### src/rtl/mc_ctrl.sv
// Multi-cycle control FSM for the single-issue datapath: FETCH/DECODE/EXEC/MEM/WB sequencing,
// slow-memory handshake with timeout, retired-instruction counter and sticky illegal flag.
module mc_ctrl #(
   parameter int MEM_TIMEOUT = 15,
   parameter int CNT_W       = 32
) (
   input  logic             clk,
   input  logic             reset,
   input  logic [5:0]       Option,
   input  logic [5:0]       Function,
   input  logic             Zero,
   input  logic             mem_ready,
   output logic             PCWrite,
   output logic             IRWrite,
   output logic [1:0]       Regdst,
   output logic             Branch0,
   output logic             Branch1,
   output logic             Branch2,
   output logic             MemRead,
   output logic             MemWrite,
   output logic [1:0]       MemtoReg,
   output logic [2:0]       ALUOp,
   output logic             ALUSrc,
   output logic             Regwrite,
   output logic [1:0]       Sign,
   output logic [2:0]       state_o,
   output logic             illegal,
   output logic [CNT_W-1:0] instr_count
);

   localparam int WW = (MEM_TIMEOUT > 1) ? $clog2(MEM_TIMEOUT) : 1;

   localparam logic [5:0] OP_R   = 6'h00, OP_ORI = 6'h0d, OP_LUI = 6'h0f, OP_LW  = 6'h23;
   localparam logic [5:0] OP_SW  = 6'h2b, OP_BEQ = 6'h04, OP_J   = 6'h02, OP_JAL = 6'h03;
   localparam logic [5:0] FN_ADDU = 6'h21, FN_SUBU = 6'h23, FN_JR = 6'h08;

   typedef enum logic [2:0] {
      FETCH = 3'd0, DECODE = 3'd1, EXEC = 3'd2, MEM = 3'd3, WB = 3'd4, HALT = 3'd5
   } state_t;

   state_t          state, next;
   logic [5:0]      op_q, fn_q;
   logic [WW-1:0]   wait_cnt;
   logic            is_r, is_addu, is_subu, is_jr, is_ori, is_lui, is_lw, is_sw;
   logic            is_beq, is_j, is_jal, is_flow, is_ralu;
   logic            legal_in, wait_last, timeout, retire;
   logic [2:0]      alu_op;
   logic            alu_src;
   logic [1:0]      sign_sel;
   logic            unused_zero;

   // Zero steers the datapath's PC select directly; sequencing never needs it.
   assign unused_zero = Zero;

   function automatic logic legal(input logic [5:0] op, input logic [5:0] fn);
      case (op)
         OP_R:                                         legal = (fn == FN_ADDU) || (fn == FN_SUBU) || (fn == FN_JR);
         OP_ORI, OP_LUI, OP_LW, OP_SW, OP_BEQ, OP_J, OP_JAL: legal = 1'b1;
         default:                                      legal = 1'b0;
      endcase
   endfunction

   assign legal_in = legal(Option, Function);
   assign is_r     = (op_q == OP_R);
   assign is_addu  = is_r && (fn_q == FN_ADDU);
   assign is_subu  = is_r && (fn_q == FN_SUBU);
   assign is_jr    = is_r && (fn_q == FN_JR);
   assign is_ori   = (op_q == OP_ORI);
   assign is_lui   = (op_q == OP_LUI);
   assign is_lw    = (op_q == OP_LW);
   assign is_sw    = (op_q == OP_SW);
   assign is_beq   = (op_q == OP_BEQ);
   assign is_j     = (op_q == OP_J);
   assign is_jal   = (op_q == OP_JAL);
   assign is_flow  = is_beq || is_j || is_jal || is_jr;
   assign is_ralu  = is_addu || is_subu;

   assign wait_last = (wait_cnt == WW'(MEM_TIMEOUT - 1));
   assign timeout   = (state == MEM) && !mem_ready && wait_last;
   assign retire    = ((state == EXEC) && is_flow) || ((state == MEM) && is_sw && mem_ready) ||
                      (state == WB);

   always_ff @(posedge clk or negedge reset) begin
      if (!reset) state <= FETCH;
      else        state <= next;
   end

   always_comb begin
      next = state;
      case (state)
         FETCH:  next = DECODE;
         DECODE: next = legal_in ? EXEC : HALT;
         EXEC: begin
            if (is_lw || is_sw) next = MEM;
            else if (is_flow)   next = FETCH;
            else                next = WB;
         end
         MEM: begin
            if (mem_ready)      next = is_lw ? WB : FETCH;
            else if (wait_last) next = HALT;
         end
         WB:      next = FETCH;
         HALT:    next = HALT;
         default: next = FETCH;
      endcase
   end

   always_ff @(posedge clk or negedge reset) begin
      if (!reset) begin
         op_q        <= '0;
         fn_q        <= '0;
         wait_cnt    <= '0;
         illegal     <= 1'b0;
         instr_count <= '0;
      end else begin
         if (state == DECODE) begin
            op_q <= Option;
            fn_q <= Function;
         end
         wait_cnt <= (state == MEM) ? wait_cnt + WW'(1) : '0;
         if (((state == DECODE) && !legal_in) || timeout) illegal <= 1'b1;
         if (retire) instr_count <= instr_count + CNT_W'(1);
      end
   end

   always_comb begin
      alu_op   = 3'b000;
      alu_src  = 1'b0;
      sign_sel = 2'd0;
      if (is_subu || is_beq) alu_op = 3'b001;
      if (is_beq) sign_sel = 2'd1;
      if (is_ori) begin
         alu_op  = 3'b010;
         alu_src = 1'b1;
      end
      if (is_lui) begin
         alu_op   = 3'b011;
         alu_src  = 1'b1;
         sign_sel = 2'd2;
      end
      if (is_lw || is_sw) begin
         alu_src  = 1'b1;
         sign_sel = 2'd1;
      end
   end

   // ALU controls stay up through MEM/WB so a datapath without an ALUOut latch still sees a stable result.
   always_comb begin
      PCWrite  = 1'b0; IRWrite  = 1'b0; Regdst   = 2'd0; Branch0 = 1'b0; Branch1 = 1'b0;
      Branch2  = 1'b0; MemRead  = 1'b0; MemWrite = 1'b0; MemtoReg = 2'd0; ALUOp  = 3'b000;
      ALUSrc   = 1'b0; Regwrite = 1'b0; Sign     = 2'd0;
      if (reset) begin
         case (state)
            FETCH: IRWrite = 1'b1;
            EXEC: begin
               ALUOp   = alu_op;
               ALUSrc  = alu_src;
               Sign    = sign_sel;
               PCWrite = is_flow;
               Branch0 = is_beq;
               Branch1 = is_j || is_jal;
               Branch2 = is_jr;
               if (is_jal) begin
                  Regwrite = 1'b1;
                  Regdst   = 2'd2;
                  MemtoReg = 2'd2;
               end
            end
            MEM: begin
               ALUOp    = alu_op;
               ALUSrc   = alu_src;
               Sign     = sign_sel;
               MemRead  = is_lw;
               MemWrite = is_sw;
               // sw's single PC update has to land on its completing MEM cycle.
               PCWrite  = is_sw && mem_ready;
            end
            WB: begin
               ALUOp    = alu_op;
               ALUSrc   = alu_src;
               Sign     = sign_sel;
               Regwrite = 1'b1;
               PCWrite  = 1'b1;
               Regdst   = is_ralu ? 2'd1 : 2'd0;
               MemtoReg = is_lw ? 2'd1 : 2'd0;
            end
            default: ;
         endcase
      end
   end

   assign state_o = state;

endmodule
### config.mk
export PLATFORM = sky130hd
export DESIGN_NAME = mc_ctrl
export DESIGN_NICKNAME = d
export VERILOG_FILES = /design/src/rtl/mc_ctrl.sv
export SDC_FILE = /design/constraint.sdc
export NUM_CORES = 1
export LEC_CHECK = 0
export ABC_CLOCK_PERIOD_IN_PS = 3200
export CORE_MARGIN = 5
export CORE_UTILIZATION = 54
export DETAILED_ROUTE_END_ITERATION = 10
export PLACE_DENSITY = 0.89
export SYNTH_ARGS = -nofsm -noshare
export SYNTH_HDL_FRONTEND = slang
export SYNTH_SLANG_ARGS = --single-unit
export TNS_END_PERCENT = 10
### constraint.sdc
create_clock -name clk -period 3.2 [get_ports clk]
set_input_delay 0.48 -clock clk [delete_from_list [all_inputs] [get_ports clk]]
set_output_delay 0.48 -clock clk [all_outputs]
set_load 0.005 [all_outputs]
==> results_dict.tcl, run 1 <==
set metrics [dict create \
    port_buffers 67 \
    syn_nets 295 \
    crit_chain "or2b_1 -> nor2_1 -> and3_1 -> nand3_1 -> inv_1 -> clkdlybuf4s50_1" \
    critPathLaunch "state_o[2]" \
    clk_path_buf_depth 2 \
    grt_antenna_before_repair 0 \
    cts_buffers 5 \
    num_rows 26 \
    cts_tree "built" \
    power_density_nw_per_um2 521 \
    pre_cts_ws_ps 623 \
    ys_warn_count 0 \
    clkSinkCount 52 \
    wirelength_mm 7.05 \
    slew_violations 0 \
    finalHoldViolations 0 \
    grt-ovfl-total 0 \
    cp-end-kind "output port" \
    syn_area_um2 2920 \
    synth_seq_cells 52 \
    reg2reg_from "instr_count[13]" \
    finalWeightedCongestion 0.884 \
    grt_max_degree 44 \
    hpwl_mm 5.18 \
    worst_slack_ps 354 \
    hold_class "input port to async pin" \
    worstMarginPinSlew_ps 694 \
    worstPathArrival_ps 2370 \
    rrSetupSlack_ps 1140 \
    syn_avg_cell_area_um2 10.6 \
    required_ps 2720 \
    fin_nets 361 \
    hold_buffers 0 \
    cap_violations 0 \
    grt_pass1_wl_mm 12.0 \
    drt_iter0_drc 174 \
    leakagePower_nw 1.46 \
    track_usage_pct 20.8 \
    clock_skew_ps 11.9 \
    synthCells 276 \
    cp_max_fo 11 \
    r2r-end "instr_count[28]" \
    ant_nets 0 \
    synth_top_cell_area_share_pct 44.5 \
    drt_pass1_iterations 4 \
    drc 0 \
    setup_violations 0 \
    max_stage_delay_ps 510 \
    ys_seq_area_share_pct 44.5 \
    cts_setup_buffers 0 \
    power_mw 1.92 \
    synth.distinct_cells 52 \
    synth_edf_count 0 \
    wire_per_inst_um 17.1 \
    period_share_pct 88.9 \
    cp-start-kind "register" \
    clock_latency_ps 310 \
    initial_utilization_pct 56.5 \
    via_count 2482 \
    synth_flop_cell "dfrtp_1" \
    max_freq_mhz 351 \
    grt_pass1_vias 2531 \
    synth_top_area_cell "dfrtp_1" \
    cts-resized-gates 0 \
    diodes 0 \
    period_needed_ps 2850 \
    syn_to_final_growth_pct 26.2 \
    vias_per_cell 6.01 \
    slew-limit-headroom_pct 53.8 \
    clk_pin_slew_worst_paths_ps 100 \
    ir_worst_vdd_v 0.000369 \
    io_pins 70 \
    rsz0062_at_grt "no" \
    coreArea_um2 5170 \
    cp_slowest_cell "clkdlybuf4s50_1" \
    status "finished clean" \
    die_y_um 83.6 \
    worstRegToRegCells 5 \
    root_buffer "clkbuf_8" \
    htree_levels 2 \
    die_w_um 83.6 \
    tns_ps 0 \
    path_class "register to output port" \
    dieArea_um2 6980 \
    async_reset_ff_share_pct 100 \
    drive_gt1_share_pct 10.8 \
    netlist_top_cells_area "dfrtp_1, xnor2_1, mux2_2" \
]
## sequential cells by signal (all words and copies together) (netlist names)
| name | count |
|---|---|
| fn_q | 6 |
| instr_count | 32 |
| illegal | 1 |
| wait_cnt | 4 |
| op_q | 6 |
| state_o | 3 |
## cells in the mapped netlist (2+ instances only)
cell type,n
nand3_1,6
nor2_1,28
ha_1,3
dfrtp_1,52
o211ai_1,11
nand3b_1,2
nor4_4,2
o21ai_1,4
buf_6,7
buf_4,3
and2_1,4
mux2_2,12
a31oi_1,3
a21oi_1,3
nor4_1,2
buf_2,2
inv_1,5
o211ai_2,2
nand2b_1,3
nand2_1,14
nor4b_1,2
and3_1,12
o21ai_0,9
nor3_1,8
xnor2_1,32
nor2b_1,3
nand4_1,5
o2111ai_1,13
## cell usage in the layout (no fill, tap or decap), drive strengths merged, types with 3 or more instances in the layout
cell type,n
a21oi,3
a31oi,3
and2,5
and3,13
buf,6
clkbuf,5
clkdlybuf4s50,66
dfrtp,52
ha,3
inv,5
mux2,12
nand2,14
nand2b,3
nand3,6
nand4,5
nor2,28
nor2b,3
nor3,9
nor4,4
o2111ai,14
o211ai,13
o21ai,13
xnor2,32
## worst max path at each step
| stage | to | cells after the start |
|---|---|---|
| after global placement | PCWrite | 5 |
| after global routing | Regdst[1] | 6 |
| final | Regdst[1] | 6 |
| after floorplan | PCWrite | 4 |
| after detailed placement | PCWrite | 5 |
| after CTS | Regdst[1] | 6 |
## report_power, final
| group | switching [mW] | leakage (nW) | internal [mW] |
|---|---|---|---|
| Combinational | 0.274 | 0.741 | 0.300 |
| Clock | 0.225 | 0.0404 | 0.155 |
| Sequential | 0.191 | 0.681 | 0.774 |
| Total | 0.690 | 1.46 | 1.23 |
## per-stage QoR
stage / util, % / cell area, µm² / cells / hold slack [ps]
floorplan: - / 2920 / 276 / 184
global placement: 69.5 / 3590 / 405 / 392
finish: 71.3 / 3690 / 413 / 48.8
global route: 71.3 / 3690 / 413 / 67.2
CTS: 71.3 / 3690 / 413 / 49.8
detailed placement: 69.5 / 3590 / 405 / 397
## kinds of logic (layout without fill, tap and decap cells)
| group | Yosys count | count (layout) | share of synthesized area (%) |
|---|---|---|---|
| mux | 12 | 12 | 4.62 |
| compound gates | 53 | 53 | 14.3 |
| fa+ha+maj | 3 | 3 | 1.28 |
| flops | 52 | 52 | 44.5 |
| simple gates | 104 | 104 | 20.5 |
| buf+inv | 18 | 85 | 4.71 |
| other cells | 1 | 1 | 0.128 |
| xor+xnor | 33 | 33 | 9.89 |
## final cells by class
cell class / instances / area [µm²]
Clock buffer: 5 / 68.8
Clock inverter: 3 / 23.8
Fill cell: 377 / 1490
Inverter: 5 / 18.8
Multi-Input combinational cell: 206 / 1480
Sequential cell: 52 / 1300
Tap cell: 70 / 87.6
Timing Repair Buffer: 72 / 703
## per-layer routing
metal	vias up	GRT usage, %	routed length (µm)
li1	1143	-	-
met1	1242	25.2	2900
met2	77	35.2	3580
met3	20	4.15	359
met4	0	10.4	214
met5	-	0	0
## critical path, delay by kind of cell, from the launching register on
family	cells	cell delay (ps)
and+or+nand+nor	4	940
DFF	1	500
buffers and inverters	2	610
(Power assumes the default switching activity.)
==> inputs of run 2 (changes only) <==
- SKIP_CTS_REPAIR_TIMING: unset -> 1
==> results of run 2 <==
No change in the layout: final DEF, timing and power equal those of run 1.
